[src/rtl/rr_prio_arbiter_pkg.sv]
`default_nettype none
// ============================================================================
// Module   : rr_prio_arbiter_pkg
// Brief    : Shared state encoding and width helper for the round-robin arbiter.
// Revision : 1.0 - initial release
// ============================================================================
package rr_prio_arbiter_pkg;

    typedef enum logic [0:0] {
        ST_IDLE = 1'b0,
        ST_BUSY = 1'b1
    } arb_state_t;

    // $clog2 returns 0 for inputs of 1 or less; register widths need at least 1.
    function automatic int clog2_safe(input int value);
        int w;
        w = $clog2(value);
        return (w < 1) ? 1 : w;
    endfunction

endpackage : rr_prio_arbiter_pkg
`default_nettype wire

[src/rtl/rr_prio_arbiter_pick.sv]
`default_nettype none
// ============================================================================
// Module   : prio_pick
// Brief    : Combinational highest-index-first one-hot picker.
// Revision : 1.0 - initial release
// ============================================================================
module prio_pick #(
    parameter int N = 8
) (
    input  logic [N-1:0] vec,
    output logic [N-1:0] onehot,
    output logic         any
);

    // Ascending scan: the last set bit seen, i.e. the highest, wins.
    always_comb begin
        onehot = '0;
        for (int i = 0; i < N; i++) begin
            if (vec[i]) begin
                onehot    = '0;
                onehot[i] = 1'b1;
            end
        end
    end

    assign any = |vec;

endmodule : prio_pick
`default_nettype wire

[src/rtl/rr_prio_arbiter.sv]
`default_nettype none
// ============================================================================
// Module   : rr_prio_arbiter
// Brief    : Registered round-robin arbiter with grant hold and optional
//            maximum-hold preemption.
// Revision : 1.0 - initial release
// ============================================================================
module rr_prio_arbiter
    import rr_prio_arbiter_pkg::*;
#(
    parameter int N       = 8,
    parameter int MAXHOLD = 0
) (
    input  logic                        clk,
    input  logic                        rst,
    input  logic [N-1:0]                req,
    output logic [N-1:0]                gnt,
    output logic [clog2_safe(N)-1:0]    gnt_id,
    output logic                        busy
);

    localparam int                 c_id_w    = clog2_safe(N);
    localparam int                 c_cnt_w   = clog2_safe(MAXHOLD + 1);
    localparam logic [c_cnt_w-1:0] c_cnt_max = (MAXHOLD == 0) ? '0 : c_cnt_w'(MAXHOLD - 1);

    arb_state_t          r_state;
    logic [N-1:0]        r_mask;
    logic [c_cnt_w-1:0]  r_cnt;

    logic [N-1:0]        w_cand;
    logic [N-1:0]        w_masked;
    logic [N-1:0]        w_oh_m;
    logic [N-1:0]        w_oh_u;
    logic                w_any_m;
    logic                w_any_u;
    logic [N-1:0]        w_win;
    logic                w_hold_req;
    logic                w_preempt;

    arb_state_t          w_nxt_state;
    logic [N-1:0]        w_nxt_gnt;
    logic [N-1:0]        w_nxt_mask;
    logic [c_cnt_w-1:0]  w_nxt_cnt;
    logic [c_id_w-1:0]   w_nxt_id;

    // Excluding the current holder gives the release and preempt candidates in
    // one vector: on release its bit is already low, and when idle gnt is zero.
    assign w_cand   = req & ~gnt;
    assign w_masked = w_cand & r_mask;

    prio_pick #(.N(N)) u_pick_masked (
        .vec    (w_masked),
        .onehot (w_oh_m),
        .any    (w_any_m)
    );

    prio_pick #(.N(N)) u_pick_plain (
        .vec    (w_cand),
        .onehot (w_oh_u),
        .any    (w_any_u)
    );

    assign w_win      = w_any_m ? w_oh_m : w_oh_u;
    assign w_hold_req = |(req & gnt);
    assign w_preempt  = (MAXHOLD != 0) && w_hold_req && (r_cnt == c_cnt_max) && w_any_u;

    always_comb begin
        w_nxt_state = r_state;
        w_nxt_gnt   = gnt;
        w_nxt_mask  = r_mask;
        w_nxt_cnt   = r_cnt;
        case (r_state)
            ST_IDLE: begin
                if (w_any_u) begin
                    w_nxt_state = ST_BUSY;
                    w_nxt_gnt   = w_win;
                    w_nxt_mask  = w_win - N'(1);
                    w_nxt_cnt   = '0;
                end
            end
            default: begin
                if (!w_hold_req || w_preempt) begin
                    w_nxt_cnt = '0;
                    if (w_any_u) begin
                        w_nxt_gnt  = w_win;
                        w_nxt_mask = w_win - N'(1);
                    end else begin
                        w_nxt_state = ST_IDLE;
                        w_nxt_gnt   = '0;
                    end
                end else if (r_cnt != c_cnt_max) begin
                    w_nxt_cnt = r_cnt + c_cnt_w'(1);
                end
            end
        endcase
    end

    always_comb begin
        w_nxt_id = '0;
        for (int i = 0; i < N; i++) begin
            if (w_nxt_gnt[i]) begin
                w_nxt_id = c_id_w'(i);
            end
        end
    end

    always_ff @(posedge clk or posedge rst) begin
        if (rst) begin
            r_state <= ST_IDLE;
            r_mask  <= '1;
            r_cnt   <= '0;
            gnt     <= '0;
            gnt_id  <= '0;
            busy    <= 1'b0;
        end else begin
            r_state <= w_nxt_state;
            r_mask  <= w_nxt_mask;
            r_cnt   <= w_nxt_cnt;
            gnt     <= w_nxt_gnt;
            gnt_id  <= w_nxt_id;
            busy    <= |w_nxt_gnt;
        end
    end

endmodule : rr_prio_arbiter
`default_nettype wire

[config.mk]
export PLATFORM = sky130hd
export DESIGN_NAME = rr_prio_arbiter
export DESIGN_NICKNAME = d
export VERILOG_FILES = /design/src/rtl/rr_prio_arbiter_pkg.sv /design/src/rtl/rr_prio_arbiter_pick.sv /design/src/rtl/rr_prio_arbiter.sv
export SDC_FILE = /design/constraint.sdc
export NUM_CORES = 1
export LEC_CHECK = 0
export BUFFER_PORTS_ARGS = -buffer_cell sky130_fd_sc_hd__buf_2
export CORE_ASPECT_RATIO = 0.7
export CORE_MARGIN = 1
export CORE_UTILIZATION = 36
export CTS_BUF_LIST = sky130_fd_sc_hd__clkbuf_4 sky130_fd_sc_hd__clkbuf_8 sky130_fd_sc_hd__clkbuf_16
export CTS_CLUSTER_SIZE = 40
export DETAILED_ROUTE_END_ITERATION = 16
export GPL_TIMING_DRIVEN = 0
export HOLD_SLACK_MARGIN = 0.02
export PLACE_DENSITY = 0.57
export SYNTH_ARGS = -nofsm -noshare
export SYNTH_HDL_FRONTEND = slang
export SYNTH_SLANG_ARGS = --single-unit
[constraint.sdc]
create_clock -name clk -period 4.35 [get_ports clk]
set_clock_uncertainty 0.05 [all_clocks]
set_input_delay 0.435 -clock clk [delete_from_list [all_inputs] [get_ports clk]]
set_output_delay 0.435 -clock clk [all_outputs]
set_load 0.1 [all_outputs]
==> run summary, run 1 <==
Clock-pin slew on the worst setup and hold paths: 80 ps
WHS: 289 ps
Status: completed
VDD IR max: 0.519 mV
H-tree level count: 1
Mapped Area: 1500 sq um
Initial antenna violation count: 0
Die Width: 79.3 um
Slowest stage delay, CP: 490 ps
# IOs: 22
Slew HR: 0.409
Setup Fix Bufs, Post-CTS: 0
Die area: 4440 sq um
Drt first pass iters: 4
Switch share: 0.554
Via count: 1,241
DIE HEIGHT: 56.1 um
Fin nets: 182
Power density over the cells: 880 nW/um^2
Final Cell Area: 1720 sq um
Path type of the worst setup path: register to register
Most common cell in the netlist: nand2_1
CTS tree: built
Setup violators final: 0
Row count: 19
Starting Density: 0.379
Worst-case clock buffer depth: 2
Antenna Cells: 0
CP delay by family, top: simple AND/OR/NAND/NOR gates
CP Launch Type: register
Grt ovf: 0
Psw: 840 uW
Max Fclk: 418 MHz
Sequential share of the synthesized area: 0.356
Port bufs: 21
Place WS: 1940 ps
Nature of the critical path endpoint: register
DP Wirelength: 3150 um
Fraction of layout cells with a size suffix above 1: 0.394
Synth Register Bits: 21
CTS sink cnt: 21
Leading area contributor after synthesis: dfrtp_1
Slew at the pin closest to its max-slew limit: 885 ps
Utilization after layout: 0.434
Critical path arrival: 2540 ps
Total negative slack: 0 ps
Combinational group share of total power: 0.661
Mean Syn Cell Area: 10.4 sq um
Max Transition Viols Final: 0
# hold bufs at CTS: 0
Global-route wire length before repair: 6530 um
Worst Path Required: 4500 ps
Clk_lat worst skew: 270 ps
Area of the core: 3970 sq um
Placer Congestion: 0.890
Synth unique cells: 59
Pleak: 0.000761 uW
Drc violations: 0
Final Cycle Share: 0.550
Pint: 675 uW
Number of fill cells: 396
CP Buf/Inv Count: 0
CP max FO: 7
Placed Area: 1670 sq um
Root Driver: clkbuf_8
Largest net degree at the start of global routing: 22
Mapped Nets: 156
YS warnings: 0
Routed Antenna Nets: 0
Clock share of power: 0.093
Synth top area cells: dfrtp_1, dfstp_2, nand2_1
Async set or reset register ratio after synthesis: 1.00
Top FF cell, synth: dfrtp_1
Crit path cell chain: nand3b_1, nand3_1, a21oi_4, nand3_1, ha_1, o2111ai_2, xor2_1, mux2_2
Tmin final: 2390 ps
First DRT Iteration DRCs: 82
Sequential share of power: 0.246
Number of global-route vias before repair: 1,241
Max_cap viols: 0
Vias per inst: 5.59
Crit-path slowest cell: dfrtp_1
Final hold violation count: 0
Synth Instances: 145
Final WS setup: 1960 ps
WL/cell: 18.2 um
Area delta synth->final: 14.6%
CP most frequent cell: nand3_1
Num CTS Buffers: 3
Number of synthesized flops with an enable pin: 0
Final wirelength: 4040 um
Hold Crit Class: primary input to asynchronous set/reset pin
Share of the synthesized area in the top cell type: 0.216
Commonest cells post-synth: nand2_1, dfrtp_1, nor2_1
GRT Resource Usage Total: 0.200
RSZ-0062 raised after global routing: no
CTS resizes: 0
-- flip-flops by register name, summed over array words and instances (netlist names) --
| signal | count |
|---|---|
| gnt_id | 3 |
| busy | 1 |
| r_mask | 8 |
| r_state | 1 |
| gnt | 8 |
-- power by group through the flow --
stage / Combinational, uW / Clock (uW) / Sequential (uW)
finish: 1000 / 141 / 372
global route: 1080 / 157 / 381
CTS: 1000 / 146 / 371
detailed placement: 995 / 0 / 374
global placement: 978 / 0 / 367
floorplan: 553 / 0 / 625
-- worst reg2reg max path: stages, from the launching register on --
cell and delay (ps):
dfrtp_1 490, nand3b_1 270, nand3_1 200, a21oi_4 310
nand3_1 240, ha_1 310, o2111ai_2 100, xor2_1 100
mux2_2 260
-- placed cells by master, fill, tap and decap left out, types with 3 or more instances in the layout --
cell type  Yosys  routed
buf_2          2      23
nand2_1       19      19
dfrtp_1       13      13
nor2_1         9       9
dfstp_2        8       8
inv_1          7       7
nand3b_1       6       6
a22oi_2        5       5
nand2b_1       5       5
nand3_1        5       5
o21ai_0        5       5
nor2b_1        3       3
nand2b_2       3       3
o21ai_1        3       3
a21oi_1        3       3
clkbuf_8       0       3
-- final timing paths --
path,startpoint,end,slack (ps),cells past startpoint
hold / removal,rst,gnt[6],290,2
max in group asynchronous,rst,gnt[4],3410,2
min in group clk,r_mask[2],r_mask[2],440,2
setup reg to reg,gnt[6],r_mask[6],1960,8
hold reg to reg,r_mask[2],r_mask[2],440,2
setup / recovery,gnt[6],r_mask[6],1960,8
-- area by class of cell --
type                       instances  area (sq um)  area share
multi-input combinational        114           928       0.539
sequential                        21           536       0.311
timing repair buffer              21           105      0.0610
tap                               52          65.1      0.0378
clock buffer                       4          48.8      0.0283
inverter                           8          30.0      0.0174
buffer                             2          10.0     0.00581
-- per-stage QoR --
| step | total power (uW) | instances |
|---|---|---|
| final | 1520 | 222 |
| after CTS | 1520 | 222 |
| after global placement | 1350 | 218 |
| after global routing | 1620 | 222 |
| after detailed placement | 1370 | 218 |
| after floorplan | 1180 | 145 |
-- logic make-up (layout without fill, tap and decap cells) --
logic type / Yosys count / after routing / synth area share
fa+ha+maj: 1 / 1 / 0.00832
simple gates: 67 / 67 / 0.290
xor+xnor: 3 / 3 / 0.0175
compound gates: 42 / 42 / 0.294
flops: 21 / 21 / 0.356
mux: 1 / 1 / 0.00749
buf+inv: 10 / 35 / 0.0266
-- per-layer routing --
layer / part of all wire / GRT usage
met1: 0.51 / 0.300
met2: 0.42 / 0.296
met3: 0.066 / 0.0361
met4: 0.010 / 0.0494
met5: 0 / 0
Power figures use the tool's default switching activity.
==> run 2: changes to the inputs <==
- clock period: 4.35 -> 2.25 ns (I/O delays scaled with it)
==> run 2 against run 1 <==
Against the previous run: first-iteration DRC count fell by 30%; maximum frequency rose by 10%; clock power rose by 92%; sequential power rose by 95%; non-clock buffer count rose by 5; final area rose by 5.6%; worst setup slack got worse by 1900 ps; via count rose by 1.0%; flip-flop and latch count did not move; cell count rose by 2.3%; largest cell class unchanged.
==> run summary, run 2 (synthesis results as in run 1) <==
Setup violators final: 0 (unchanged)
Max_cap viols: 0 (unchanged)
Commonest non-fill, non-tap cell in the layout: buf_2 (unchanged)
Drt first pass iters: 4 (unchanged)
Nature of the critical path endpoint: register (unchanged)
Slew at the pin closest to its max-slew limit: 835 ps (was 885 ps)
Total negative slack: 0 ps (unchanged)
Final hold violation count: 0 (unchanged)
CP Launch Type: register (unchanged)
Pwr Total: 3010 uW (was 1520 uW)
Met2 Resource Use GR: 0.257 (was 0.296)
Final Cell Area: 1820 sq um (was 1720 sq um)
Path type of the worst setup path: register to register (unchanged)
DP Wirelength: 2800 um (was 3150 um)
Clock-pin slew on the worst setup and hold paths: 90 ps (was 80 ps)
Clk_lat worst skew: 270 ps (about the same)
Max Fclk: 460 MHz (was 418 MHz)
Power density over the cells: 1660 nW/um^2 (was 880 nW/um^2)
Starting Density: 0.379 (unchanged)
Slew HR: 0.443 (was 0.409)
Area delta synth->final: 21.0% (was 14.6%)
Worst-case clock buffer depth: 2 (unchanged)
Met1 Resource Use GR: 0.271 (was 0.300)
Final wirelength: 3650 um (was 4040 um)
Antenna Cells: 0 (unchanged)
CP max FO: 6 (was 7)
RSZ-0062 raised after global routing: yes (was no)
Critical path arrival: 2330 ps (was 2540 ps)
Placed Area: 1700 sq um (was 1670 sq um)
Placer Congestion: 0.906 (was 0.890)
Root Driver: clkbuf_8 (unchanged)
Row count: 19 (unchanged)
Hold Crit Class: primary input to asynchronous set/reset pin (unchanged)
Initial antenna violation count: 0 (unchanged)
Final Cycle Share: 0.966 (was 0.550)
WL/cell: 16.1 um (was 18.2 um)
CP Buf/Inv Count: 0 (unchanged)
DP Cell Count: 218 (unchanged)
Slowest stage delay, CP: 510 ps (was 490 ps)
Die area: 4440 sq um (unchanged)
Via count: 1,254 (was 1,241)
Area of the core: 3970 sq um (unchanged)
Routed Antenna Nets: 0 (unchanged)
CTS tree: built (unchanged)
Met3 GRT Util: 0.0475 (was 0.0361)
Fin cells: 227 (was 222)
Worst Path Required: 2400 ps (was 4500 ps)
DIE HEIGHT: 56.1 um (unchanged)
Grt ovf: 0 (unchanged)
Die Width: 79.3 um (unchanged)
Num CTS Buffers: 3 (unchanged)
Number of fill cells: 378 (was 396)
VDD IR max: 0.829 mV (was 0.519 mV)
Vias per inst: 5.52 (was 5.59)
Number of global-route vias before repair: 1,154 (was 1,241)
Final WS setup: 76.8 ps (was 1960 ps)
Crit path cell chain: nand3b_1, o2111ai_4, nor3_4, a22oi_2, o2111ai_2, xor2_1, mux2_2 (was nand3b_1, nand3_1, a21oi_4, nand3_1, ha_1, o2111ai_2, xor2_1, mux2_2)
Place WS: -13.5 ps (was 1940 ps)
CP delay by family, top: compound AO/OA/AOI/OAI gates (was simple AND/OR/NAND/NOR gates)
Largest net degree at the start of global routing: 22 (unchanged)
Global-route wire length before repair: 6010 um (was 6530 um)
Max Transition Viols Final: 0 (unchanged)
H-tree level count: 1 (unchanged)
Tmin final: 2170 ps (was 2390 ps)
GRT Resource Usage Total: 0.181 (was 0.200)
CTS sink cnt: 21 (unchanged)
# IOs: 22 (unchanged)
Fin nets: 187 (was 182)
Crit-path slowest cell: dfrtp_4 (was dfrtp_1)
Top flop regs: gnt x8, r_mask x8, gnt_id x3 (unchanged)
Pleak: 0.000774 uW (was 0.000761 uW)
Status: completed (unchanged)
Top Usage Layer GRT: met1 (unchanged)
Fraction of layout cells with a size suffix above 1: 0.480 (was 0.394)
Drc violations: 0 (unchanged)
First DRT Iteration DRCs: 57 (was 82)
Port bufs: 21 (unchanged)
Commonest non-fill, non-tap cells in the layout: buf_2, nand2_1, nor2_1 (was buf_2, nand2_1, dfrtp_1)
## run 2: cell type report
cell class              instances  area, sq um  area share
repair buffers                 26          143      0.0784
multi-input cells             114          965       0.530
plain buffers                   2         10.0     0.00550
inverters                       8         30.0      0.0165
well taps                      52         65.1      0.0358
clock inverters                 1         7.51     0.00413
clock buffers                   3         41.3      0.0227
flip-flops and latches         21          558       0.307
## run 2: per-stage QoR
step / util / hold WS [ps]
3_3_place_gp: 0.427 / 379
6_report: 0.458 / 55.2
3_5_place_dp: 0.427 / 393
4_1_cts: 0.442 / 90.9
5_1_grt: 0.458 / 133
2_1_floorplan: - / 145
## run 2: final timing paths
kind	endpoint	depth (start not counted)	start	slack (ps)
worst max-delay path	r_mask[6]	7	gnt[6]	80
worst min-delay path	gnt[3]	2	rst	60
worst max register to register	r_mask[6]	7	gnt[6]	80
worst min register to register	r_mask[2]	2	r_mask[2]	440
max in group asynchronous	gnt[6]	2	rst	1480
min in group clk	gnt[3]	3	req[3]	290
## run 2: power by group
group | leakage (uW) | switching (uW) | internal (uW) | total (uW)
logic | 0.000517 | 1360 | 654 | 2020
registers | 0.000236 | 129 | 596 | 726
clock network | 0.0000217 | 145 | 126 | 271
## run 2: what timing repair did
action	CTS	global route
setup endpoints to repair	1	5
pin swaps	0	5
hold buffers	0	0
resized for setup	2	4
setup buffers	0	5
gates cloned	0	0
endpoints found under the hold margin	0	0
## run 2: layer usage
metal | vias to the layer above | wire, um
met3 | 5 | 209
met4 | 0 | 41
li1 | 603 | -
met2 | 31 | 1550
met5 | - | 0
met1 | 615 | 1840
